### src/rtl/uart_tx_serializer.sv
// 8N1 UART transmitter fed by the FIFO-drain stage; uart_busy gates the next FIFO read.
// Define UART_TX_PARITY_EN to insert a parity bit (sense set by PARITY_ODD) before the stop bit.
`timescale 1ns/1ps
module uart_tx_serializer #(
  parameter int CLK_HZ     = 50_000_000,
  parameter int BAUD       = 115200,
  parameter bit PARITY_ODD = 1'b0
) (
  input  logic       clk,
  input  logic       reset,
  input  logic [7:0] data,
  input  logic       data_valid,
  output logic       uart_busy,
  output logic       tx,
  output logic       tx_done,
  output logic [2:0] state_dbg
);

  localparam int CLKS_PER_BIT = (CLK_HZ + BAUD / 2) / BAUD;
  localparam int CNT_W        = (CLKS_PER_BIT > 1) ? $clog2(CLKS_PER_BIT) : 1;
  localparam logic [CNT_W-1:0] CNT_MAX = CNT_W'(CLKS_PER_BIT - 1);

  if (CLKS_PER_BIT < 2) begin : g_bad_baud
    $error("uart_tx_serializer: CLKS_PER_BIT must be at least 2");
  end

  typedef enum logic [2:0] {
    S_IDLE   = 3'd0,
    S_START  = 3'd1,
    S_DATA   = 3'd2,
`ifdef UART_TX_PARITY_EN
    S_PARITY = 3'd3,
`endif
    S_STOP   = 3'd4
  } state_t;

  // Handshake: a byte is taken on any posedge where state is IDLE, data_valid is
  // high and the block is armed; uart_busy is the only back-pressure to the drain stage.
  state_t           state_q, state_d;
  logic [CNT_W-1:0] cnt_q;
  logic [2:0]       bit_idx_q;
  logic [7:0]       shift_q;
  logic             armed_q;
  logic             tx_d, busy_d, done_d;
  logic             bit_end, accept;

  assign bit_end   = (state_q != S_IDLE) && (cnt_q == CNT_MAX);
  // armed_q blocks acceptance on the first edge after reset release.
  assign accept    = (state_q == S_IDLE) && data_valid && armed_q;
  assign state_dbg = state_q;

`ifdef UART_TX_PARITY_EN
  logic par_q;
  always_ff @(posedge clk or negedge reset) begin
    if (!reset)      par_q <= 1'b0;
    else if (accept) par_q <= (^data) ^ PARITY_ODD;
  end
`else
  logic unused_parity_odd;
  assign unused_parity_odd = PARITY_ODD;
`endif

  // State register plus datapath registers
  always_ff @(posedge clk or negedge reset) begin
    if (!reset) begin
      state_q   <= S_IDLE;
      cnt_q     <= '0;
      bit_idx_q <= '0;
      shift_q   <= '0;
      armed_q   <= 1'b0;
      tx        <= 1'b1;
      uart_busy <= 1'b0;
      tx_done   <= 1'b0;
    end else begin
      state_q   <= state_d;
      armed_q   <= 1'b1;
      tx        <= tx_d;
      uart_busy <= busy_d;
      tx_done   <= done_d;
      if (state_q == S_IDLE || bit_end) cnt_q <= '0;
      else                              cnt_q <= cnt_q + 1'b1;
      if (state_q == S_IDLE)                bit_idx_q <= '0;
      else if (state_q == S_DATA && bit_end) bit_idx_q <= bit_idx_q + 1'b1;
      if (accept)                            shift_q <= data;
      else if (state_q == S_DATA && bit_end) shift_q <= {1'b0, shift_q[7:1]};
    end
  end

  // Next-state logic
  always_comb begin
    state_d = state_q;
    case (state_q)
      S_IDLE:   if (accept)  state_d = S_START;
      S_START:  if (bit_end) state_d = S_DATA;
      S_DATA:   if (bit_end && bit_idx_q == 3'd7) begin
`ifdef UART_TX_PARITY_EN
                  state_d = S_PARITY;
`else
                  state_d = S_STOP;
`endif
                end
`ifdef UART_TX_PARITY_EN
      S_PARITY: if (bit_end) state_d = S_STOP;
`endif
      S_STOP:   if (bit_end) state_d = S_IDLE;
      default:  state_d = S_IDLE;
    endcase
  end

  // Output logic: computes the value each registered output takes at the next edge.
  always_comb begin
    tx_d   = tx;
    busy_d = uart_busy;
    done_d = 1'b0;
    case (state_q)
      S_IDLE: begin
        tx_d   = ~accept;
        busy_d = accept;
      end
      S_START: if (bit_end) tx_d = shift_q[0];
      S_DATA: begin
        if (bit_end) begin
          if (bit_idx_q == 3'd7) begin
`ifdef UART_TX_PARITY_EN
            tx_d = par_q;
`else
            tx_d = 1'b1;
`endif
          end else begin
            tx_d = shift_q[1];
          end
        end
      end
`ifdef UART_TX_PARITY_EN
      S_PARITY: if (bit_end) tx_d = 1'b1;
`endif
      S_STOP: begin
        if (bit_end) begin
          tx_d   = 1'b1;
          busy_d = 1'b0;
          done_d = 1'b1;
        end
      end
      default: begin
        tx_d   = 1'b1;
        busy_d = 1'b0;
      end
    endcase
  end

endmodule
### config.mk
export PLATFORM = sky130hd
export DESIGN_NAME = uart_tx_serializer
export DESIGN_NICKNAME = d
export VERILOG_FILES = /design/src/rtl/uart_tx_serializer.sv
export SDC_FILE = /design/constraint.sdc
export NUM_CORES = 1
export LEC_CHECK = 0
export ABC_AREA = 0
export BUFFER_PORTS_ARGS = -buffer_cell sky130_fd_sc_hd__buf_2
export CORE_ASPECT_RATIO = 1.4
export CORE_MARGIN = 2
export CORE_UTILIZATION = 60
export DETAILED_ROUTE_END_ITERATION = 10
export PLACE_DENSITY_LB_ADDON = 0.1
export SKIP_LAST_GASP = 1
export SYNTH_ARGS = -nofsm -noshare
export SYNTH_HDL_FRONTEND = slang
export SYNTH_SLANG_ARGS = --single-unit
### constraint.sdc
create_clock -name clk -period 3.3 [get_ports clk]
set_input_delay 0.825 -clock clk [delete_from_list [all_inputs] [get_ports clk]]
set_output_delay 0.825 -clock clk [all_outputs]
set_load 0.1 [all_outputs]
== After elaboration in Yosys (flattened, before gate mapping) ==
Index checks and enable logic that the tools add are counted.

* Bits in registers: 27
* Bits in latches: 0
* Bits in writable memories: 0
* ROM bits: 0
* Bits of input ports: 11
* Output and inout port bits: 6
* Memories kept: 0

* Add/subtract/negate cells: 2
* Multiply operators: 0
* Div/mod/pow operators: 0
* $lt $le $gt $ge: 0
* Equal/unequal tests: 10
* Shift operators: 0
* Mux-type cells: 19
* Bitwise gates (word level): 2
* Reductions and logical operators: 14

{| class="wikitable"
|+ Operators with widths
! kind !! number
|-
| $mux W3 || 6
|-
| $mux W8 || 2
|-
| $pmux W3 S4 || 1
|-
| $add A9 B1 Y9 const B || 1
|-
| $eq A9 B9 Y1 const B || 1
|-
| $mux W9 || 1
|-
| $ne A2 B2 Y1 const B || 4
|-
| $mux W1 || 7
|-
| $eq A3 B3 Y1 const B || 2
|-
| $logic_and A1 B1 Y1 || 5
|-
| $pmux W1 S4 || 1
|-
| $reduce_and A4 Y1 || 1
|-
| $reduce_bool A2 Y1 || 2
|-
| $add A3 B1 Y3 const B || 1
|-
| $eq A3 B1 Y1 const B || 1
|-
| $eq A3 B2 Y1 const B || 1
|-
| $logic_not A3 Y1 || 1
|-
| $pmux W1 S3 || 1
|-
| $reduce_and A3 Y1 || 1
|-
| $reduce_bool A3 Y1 || 1
|-
| $ne A2 B1 Y1 const B || 1
|-
| $not A1 Y1 || 2
|-
| $reduce_and A2 Y1 || 1
|-
| $reduce_or A2 Y1 || 1
|-
| $logic_or A1 B1 Y1 || 1
|}

== Logic depth before layout (Yosys ltp) ==
Gate-level depths: netlist (run 1).

* Depth after elaboration: 5
* Depth in mapped cells: 7
* Gate-level depth less buffers: 6

== Worst setup path before layout (run 1) ==
OpenSTA, ideal clock, no wires.

* Kind: reg2reg
* Start point: register state_q[2] (netlist: state_dbg[2])
* End point: register shift_q[0]
* Arrival time: 2,271 ps
* Slack: 904 ps
* Stages on the path, launching flop included: 7
* Path buffers: 2
* Cells stage by stage: dfrtp_1 buf_6 or2_4 or3_1 buf_6 mux2_4 mux2_4

* Cells in the longest elaborated chain, start to end: 4

{| class="wikitable"
|+ RTL lines
! element !! line !! text
|-
| start: declaration || 39 || <nowiki>state_t state_q, state_d;</nowiki>
|-
| start signal: assignment || 75 || <nowiki>state_q <= state_d;</nowiki>
|-
| $logic_not A3 Y1 / $reduce_bool A3 Y1 (equally long branches) || 49, 47 ||
|-
| $logic_and A1 B1 Y1 (on tied branches) || 49, 47 ||
|-
| $logic_and A1 B1 Y1 (on tied branches) || 49, 85 ||
|-
| $mux W8 / $reduce_bool A2 Y1 (equally long branches) || n/a ||
|-
| end signal: assignment || 84 || <nowiki>if (accept) shift_q <= data;</nowiki>
|-
| end signal: assignment || 85 || <nowiki>else if (state_q == S_DATA && bit_end) shift_q <= {1'b0, shift_q[7:1]};</nowiki>
|-
| end: declaration || 42 || <nowiki>logic [7:0] shift_q;</nowiki>
|}

Several ways; a longest one is shown, not always the timed one.
A chain may end at the register's enable or synchronous reset.

== Final worst setup path (run 1) ==
* Start point: register state_q[1] (netlist: state_dbg[1])
* End point: output state_dbg[1]

{| class="wikitable"
|+ RTL lines
! element !! line !! text
|-
| end: declaration || 16 || <nowiki>output logic [2:0] state_dbg</nowiki>
|}

No word-level cell between the ends.

==> metrics.txt, run 1 <==
Clock Latency Late Sink 310 ps; post-synthesis cell type count 36; post-detail-place hpwl between 1500 and 2000 um; vias in the first global route 965; Mapped Cells 128; GR Util All Layers 19.89%; Cell Count, Final, Fillers Out 166; final worst-path cycle share 69.73%; power density cells approximately 620 nW/um2; CP bufs+invs 1; die width 45.50 um; GP Congestion between 0.8 and 0.9; RR Endpoint shift_q[3]; RSZ-0062 raised after global routing no; clock sinks 27; TNS Setup 0 ps; Worst Hold Class input port to asynchronous set/reset pin; post-synth top area share 44.98%; P_leak 0.7453 nW; total routed wirelength 2418 um; Least-Margin Pin Slew 1010 ps; Post-synth EDFFs 0; largest net degree at the start of global routing 28; row count 21; Syn Nets 143; Area Growth Syn to Fin 7.094%; outcome finished, final reports clean; final net count between 150 and 200; Routed Antenna Nets 0; grt ovf 0; placed cells roughly 160; slowest CP cell dfrtp_1; Yosys reg bits 27; Worst Reg2Reg Path Length in Cells 4; Final Hold Fails 0; Post-Syn Area 1446 um2; max-cap check violation count 0; Yosys warning count 0; number of cells upsized or downsized after cts 0; critical path's top delay family flip-flops; Layout Skew about 2.5 ps; asr flop ratio synth 100.0%; top post-synthesis cells by area dfrtp_1 (45%), mux2_4 (15%), nor2_1 (4.2%); Avg WL per Cell 14.57 um; Worst Path Class, Setup flip-flop to output port; CP startpoint kind flip-flop; Post-Syn Area per Cell 11.30 um2; Initial DRC Count 19; DIE AREA 2825 um2; maximum VDD drop 0.3653 mV; CTS Hold Bufs 0; fmax ~430 MHz; layout cells sized above 1 27.97%; post-DR vias/cell 5.693; clock transition at the registers of the reported paths between 100 and 150 ps; Commonest cells post-synth dfrtp_1 (26), nor2_1 (16), mux2_4 (14), inv_1 (8), xnor2_1 (6); crit path DAT between 1000 and 1500 ps; minimum clock period 2301 ps; area leader, netlist dfrtp_1; CTS Buf Count 3; Root Buffer clkbuf_4; io pins 17; Crit path largest cell delay 650 ps; PnR Total Power about 970 uW; CP Capture Type output port; PortBufs 16; H-tree depth 1; CP max FO 16; # DRC 0; count leader, synth dfrtp_1; CORE AREA around 2300 um2; Post-CTS Setup Inserts 0; crit path cell chain buf_2; Post-synth top flop dfrtp_1; Rel. slew slack 32.10%; R2R Setup Slk 1090 ps; final slew viol count 0; Starting Density 61.85%; vias 945; initial antenna violation count 0; maximum clock insertion buffer count 2; chip height 62.10 um; DRT Pass-1 Iters 4; register area share after synthesis a little under half; Required @ worst endpoint 2470 ps; R2R Path Start state_dbg[0]; endpoints failing setup 0; n_diodes 0; CTS tree yes; Fillers 194; first-pass GRT wire length about 4100 um
==> power by group <==
part | total (mW) | switching [mW] | internal [mW]
registers | 0.491 | 0.0759 | 0.415
logic | 0.338 | 0.172 | 0.166
clock network | 0.138 | 0.0924 | 0.0453
==> stage by stage <==
stage                     setup slack (ps)  cell area, um2  utilization, %  hold slack (ps)
after global routing                 878.3            1549           66.24            521.4
after CTS                            972.0            1549           66.24            505.5
after detailed placement             921.0            1521           65.06            491.8
after global placement               963.8            1521           65.06            495.9
after floorplan                      904.3            1446               -            474.0
final                                998.9            1549           66.24            491.4
==> worst max-delay path by stage <==
| stage | start | to | slack [ps] | cells after the start |
|---|---|---|---|---|
| floorplan | state_dbg[2] | shift_q[0] | 900 | 6 |
| global placement | data_valid | shift_q[3] | 960 | 5 |
| detailed placement | data_valid | shift_q[6] | 920 | 5 |
| CTS | state_dbg[1] | state_dbg[1] | 970 | 1 |
| global route | state_dbg[1] | state_dbg[1] | 880 | 1 |
| finish | state_dbg[1] | state_dbg[1] | 1000 | 1 |
==> layout make-up <==
| class | instances | area, um2 | share of cell area, % |
|---|---|---|---|
| Multi-Input combinational cell | 88 | 705.7 | 45.56 |
| Sequential cell | 27 | 676.9 | 43.70 |
| Timing Repair Buffer | 16 | 80.08 | 5.170 |
| Inverter | 8 | 30.03 | 1.939 |
| Tap cell | 23 | 28.78 | 1.858 |
| Clock buffer | 3 | 22.52 | 1.454 |
| Clock inverter | 1 | 5.005 | 0.3231 |
==> cell families (layout without fill, tap and decap cells) <==
family / after synthesis / in the layout / share of synthesized area, %
other: 1 / 1 / 0.2593
and+or+nand+nor: 40 / 40 / 13.84
adders and majority gates: 4 / 4 / 3.460
xor gates and xnor gates: 8 / 8 / 4.844
AOI/OAI and AO/OA: 17 / 17 / 8.910
DFF: 27 / 27 / 46.80
buffers and inverters: 13 / 28 / 4.412
muxes: 18 / 18 / 17.47
==> state kept, by name (all words and copies together) (netlist names) <==
signal	count
state_dbg	3
cnt_q	9
armed_q	1
uart_busy	1
shift_q	8
tx_done	1
tx	1
bit_idx_q	3
==> metal layers <==
layer	up-vias	wire length, um	GRT usage [%]
met5	-	0	0
met3	2	59	2.312
met2	14	1267	33.80
li1	474	-	-
met4	0	23	7.983
met1	455	1067	25.46
==> cells in the final DEF (no fill, tap or decap), drive strengths merged <==
cell     n
o211ai   1
a21o     1
xnor2    6
nor2    16
clkinv   1
o21ai    2
conb     1
ha       4
clkbuf   3
a211o    1
a22o     3
buf     16
or2      2
nor4     1
or3      3
o41ai    1
nand2    5
o31ai    2
dfrtp   26
nand2b   2
xor2     2
nand3    3
inv      8
and4b    1
mux2    16
nor3     2
nand4    3
a21oi    3
a31oi    2
mux2i    2
and3     1
dfstp    1
and4     1
o22ai    1
(Power assumes the default switching activity.)
==> run 2, diff against run 1 <==
--- a/config.mk
+++ b/config.mk
@@ -9,7 +9,7 @@
 export BUFFER_PORTS_ARGS = -buffer_cell sky130_fd_sc_hd__buf_2
 export CORE_ASPECT_RATIO = 1.4
 export CORE_MARGIN = 2
-export CORE_UTILIZATION = 60
+export CORE_UTILIZATION = 51
 export DETAILED_ROUTE_END_ITERATION = 10
 export PLACE_DENSITY_LB_ADDON = 0.1
 export SKIP_LAST_GASP = 1
==> constraint.sdc (replaced) <==
create_clock -name clk -period 1.9 [get_ports clk]
set_input_delay 0.475 -clock clk [delete_from_list [all_inputs] [get_ports clk]]
set_output_delay 0.475 -clock clk [all_outputs]
set_load 0.1 [all_outputs]
==> run 2 against run 1 <==
Effect of this change: cell area is 8.2% higher; die area up 16%; register-to-register slack lost 1100 ps; sequential cell count stayed put; wire length grew 9.1%; final cell count up 15%; sequential share of layout area shrank 3.0 points; critical path type is now flip-flop to flip-flop; critical path depth increased by 4; first-iteration DRC count down 53%.
==> metrics.txt, run 2 (same netlist as run 1, synthesis figures left out) <==
outcome finished, final reports clean; Required @ worst endpoint ~2100 ps; Routed Antenna Nets 0; final net count 171; max-cap check violation count 0; DP Worst Slack between 15 and 20 ps; CTS tree yes; commonest cells after routing, fill and taps aside dfrtp_1 (24), nor2_1 (16), buf_2 (15); Cell Count, Final, Fillers Out about 190; Layout Skew 8.050 ps; largest net degree at the start of global routing 28; Avg WL per Cell roughly 14 um; vias 1,013; Initial DRC Count 9; minimum clock period around 1900 ps; TNS Setup 0 ps; CP max FO 10; chip height 67.01 um; PortBufs 16; total routed wirelength 2639 um; Int Pwr 1.119 mW; DIE AREA approximately 3300 um2; GP Congestion 0.8025; io pins 17; setup ws final 24.65 ps; Root Buffer clkbuf_4; CP Capture Type flip-flop; Worst Hold Class input port to asynchronous set/reset pin; Worst Reg2Reg Path Length in Cells 5; GR Util All Layers between 10% and 20%; Area Growth Syn to Fin 15.83%; vias in the first global route 1,050; H-tree depth 1; maximum clock insertion buffer count 2; commonest non-fill, non-tap cell in the layout dfrtp_1; post-detail-place hpwl 1990 um; endpoints failing setup 0; # DRC 0; Clock Latency Late Sink ~320 ps; Least-Margin Pin Slew 624.4 ps; Rel. slew slack 58.12%; Sw Share between 30% and 40%; grt ovf 0; fmax 533.2 MHz; Reg power frac 48.4%; final slew viol count 0; layout cells sized above 1 between 30 and 40%; n_diodes 0; NetSw 611.4 uW; CORE AREA 2670 um2; first-pass GRT wire length roughly 4500 um; post-DR vias/cell 5.304; clock transition at the registers of the reported paths 150 ps; Worst Path Class, Setup flip-flop to flip-flop; RSZ-0062 raised after global routing yes; power density cells about 1000 nW/um2; PnR Total Power 1.731 mW; DRT Pass-1 Iters 4; CP startpoint kind flip-flop; Top Registers cnt_q (9), shift_q (8); maximum VDD drop between 0.7 and 0.8 mV; Final Hold Fails 0; die width 49.01 um; initial antenna violation count 0; clock sinks 27; hold_ws between 100 and 150 ps; P_leak slightly above 0.8 nW; CTS Buf Count 3; placed cells around 190; Starting Density 54.17%; row count 22; crit path DAT 2090 ps; final worst-path cycle share 98.70%; max reg flops 9; Clk pwr share between 10% and 20%; Biggest register cnt_q; Logic pwr share 37.4%
[run 2: worst paths after layout]
kind                            slack (ps)         start            to
worst max-delay path                    20  state_dbg[2]    shift_q[0]
worst min-delay path                   130         reset    shift_q[6]
worst max register to register          20  state_dbg[2]    shift_q[0]
worst min register to register         530    shift_q[0]    shift_q[0]
max in group asynchronous             1330         reset  state_dbg[2]
min in group clk                       390       data[7]    shift_q[7]
[run 2: cell type report]
type	instances	area, um2
sequential	27	681.9
multi-input combinational	88	710.7
fill	232	994.7
inverter	8	30.03
timing repair buffer	28	180.2
clock buffer	3	22.52
clock inverter	1	5.005
tap	36	45.04
[run 2: timing repair]
item / in CTS / in global routing
gates resized for setup: 0 / 4
hold buffers: 0 / 0
buffers inserted: 0 / 2
endpoints found under the hold margin: 0 / 0
endpoints found under the setup margin: 0 / 14
[run 2: power by group through the flow]
stage          Combinational [mW]  Sequential (mW)  Clock [mW]
2_1_floorplan               0.376            0.961           0
3_3_place_gp                0.627            0.847           0
3_5_place_dp                0.644            0.851           0
4_1_cts                     0.650            0.840       0.253
5_1_grt                     0.704            0.855       0.271
6_report                    0.647            0.838       0.245
[run 2: worst max-delay path, stage by stage, from the launching register on]
cell	delay, ps
dfrtp_4	500
or2_4	230
or3_1	320
buf_6	170
mux2_4	300
mux2_4	250
[run 2: metrics by stage]
step	instance area [um2]	utilization, %
floorplan	1451	-
global placement	1618	60.59
detailed placement	1618	60.59
CTS	1645	61.62
global route	1675	62.75
finish	1675	62.75
[run 2: metal layers]
metal	GRT usage, %	part of all wire (%)	up-vias
li1	-	-	497
met1	19.57	41	500
met2	35.96	56	14
met3	2.018	2.3	2
met4	6.429	0.87	0
met5	0	0	-
==> run 3, diff against run 2 <==
--- a/config.mk
+++ b/config.mk
@@ -9,7 +9,7 @@
 export BUFFER_PORTS_ARGS = -buffer_cell sky130_fd_sc_hd__buf_2
 export CORE_ASPECT_RATIO = 1.4
 export CORE_MARGIN = 2
-export CORE_UTILIZATION = 51
+export CORE_UTILIZATION = 57
 export DETAILED_ROUTE_END_ITERATION = 10
 export PLACE_DENSITY_LB_ADDON = 0.1
 export SKIP_LAST_GASP = 1
==> constraint.sdc (replaced) <==
create_clock -name clk -period 2.01 [get_ports clk]
set_input_delay 0.5025 -clock clk [delete_from_list [all_inputs] [get_ports clk]]
set_output_delay 0.5025 -clock clk [all_outputs]
set_load 0.1 [all_outputs]
==> run 3 against run 2 <==
Effect of this change: clock skew shrank 1.4 ps; wire length fell by 3.1%; register-to-register slack better by 40 ps; utilization is 5.0 points higher; highest routed layer unchanged.
==> metrics.txt, run 3 (same netlist as run 1, synthesis figures left out) <==
outcome finished, final reports clean; commonest cells after routing, fill and taps aside dfrtp_1 (24), nor2_1 (16), buf_2 (16); Cell Count, Final, Fillers Out 184; final worst-path cycle share about 97%; Root Buffer clkbuf_4; n_diodes 0; RR Endpoint shift_q[0]; DRT Pass-1 Iters 4; Required @ worst endpoint between 2000 and 2500 ps; chip height 63.60 um; commonest non-fill, non-tap cell in the layout dfrtp_1; maximum clock insertion buffer count 2; CTS Hold Bufs 0; vias in the first global route 982; CP endpoint shift_q[0]; layout cells sized above 1 approximately a third; GP Congestion about 0.79; CP bufs+invs 1; power density cells 990.5 nW/um2; Least-Margin Pin Slew 583.1 ps; H-tree depth 1; placed cells 180; # DRC 0; vias around 1,000; io pins 17; minimum clock period 1944 ps; final net count around 170; Avg WL per Cell 13.90 um; row count 21; P_leak 0.7762 nW; first-pass GRT wire length 4291 um; CP Capture Type flip-flop; Area Growth Syn to Fin 12.02%; post-DR vias/cell 5.402; crit path cell chain or2_4, or3_1, buf_4, mux2_4, mux2_4; Initial DRC Count 40; area of the multi-input gates about 710 um2; Rel. slew slack 61.13%; R2R Setup Slk 70 ps; Top Registers cnt_q (9), shift_q (8); initial antenna violation count 0; Seq. cell area 681.9 um2; clock sinks 27; max-cap check violation count 0; GR Util All Layers 19.55%; Crit path largest cell delay ~500 ps; fmax 514.5 MHz; Worst Reg2Reg Path Length in Cells 5; largest net degree at the start of global routing 28; number of cells upsized or downsized after cts 0; CP max FO 10; clock transition at the registers of the reported paths 150 ps; total routed wirelength 2557 um; grt ovf 0; crit path DAT 2170 ps; Starting Density approximately three fifths; Post-CTS Setup Inserts 0; critical path's top delay family simple AND/OR/NAND/NOR gates; CORE AREA 2391 um2; Worst Hold Class input port to asynchronous set/reset pin; post-detail-place hpwl between 1500 and 2000 um; most used cell, CP mux2_4; R2R Path Start state_dbg[2]; Worst Path Class, Setup flip-flop to flip-flop; Final Hold Fails 0; Fillers 203; Crit. Startpoint state_dbg[2]; Routed Antenna Nets 0; CTS Buf Count 3; RSZ-0062 raised after global routing no; final slew viol count 0; DIE AREA 2962 um2; Biggest register cnt_q; die width about 47 um; Critical Path Stages 5; endpoints failing setup 0; Layout Skew 6.619 ps; CTS tree yes; Clock Latency Late Sink 320 ps; PortBufs 16; slowest CP cell dfrtp_4; TNS Setup 0 ps; maximum VDD drop roughly 0.71 mV; max reg flops 9; CP startpoint kind flip-flop
run 3: cell count changes in the layout (fill, tap and decap cells not counted):
cell      before  now
buf_6          2    0
buf_2         15   16
buf_4         10    7
o31ai_1        1    2
clkbuf_4       4    3
o31ai_2        1    0
run 3: worst min-delay path by stage:
stage          depth (start not counted)      endpoint
6_report                               1  bit_idx_q[1]
5_1_grt                                1  bit_idx_q[0]
4_1_cts                                1     uart_busy
3_5_place_dp                           1    shift_q[3]
3_3_place_gp                           1      cnt_q[0]
2_1_floorplan                          0       armed_q
run 3: stage by stage:
step	setup slack (ps)	util (%)	total power, mW	area [um2]	hold slack [ps]
6_report	66.27	67.77	1.605	1620	160.2
5_1_grt	20.97	67.77	1.704	1620	197.4
4_1_cts	61.39	67.77	1.619	1620	173.4
3_5_place_dp	87.63	66.61	1.384	1593	497.3
3_3_place_gp	122.9	66.61	1.365	1593	495.3
2_1_floorplan	-154.4	-	1.264	1451	206.9
run 3: metal layers:
metal / share of wire (%) / vias to the layer above / track usage [%]
met1: 45 / 488 / 25.56
li1: - / 486 / -
met4: 1.5 / 0 / 8.571
met3: 1.9 / 4 / 2.006
met5: 0 / - / 0
met2: 51 / 16 / 31.42
run 3: where the power goes:
| group | switching (mW) | leakage, nW | total [mW] | internal (mW) |
|---|---|---|---|---|
| Sequential | 0.117 | 0.348 | 0.799 | 0.682 |
| Combinational | 0.290 | 0.411 | 0.573 | 0.283 |
| Clock | 0.158 | 0.0177 | 0.233 | 0.0745 |
| Total | 0.565 | 0.776 | 1.60 | 1.04 |
run 3: final cells by class:
class,count,area share (%)
Clock buffer,3,1.390
Tap cell,34,2.625
Multi-Input combinational cell,88,43.55
Inverter,8,1.853
Sequential cell,27,42.09
Timing Repair Buffer,23,8.185
Clock inverter,1,0.3089
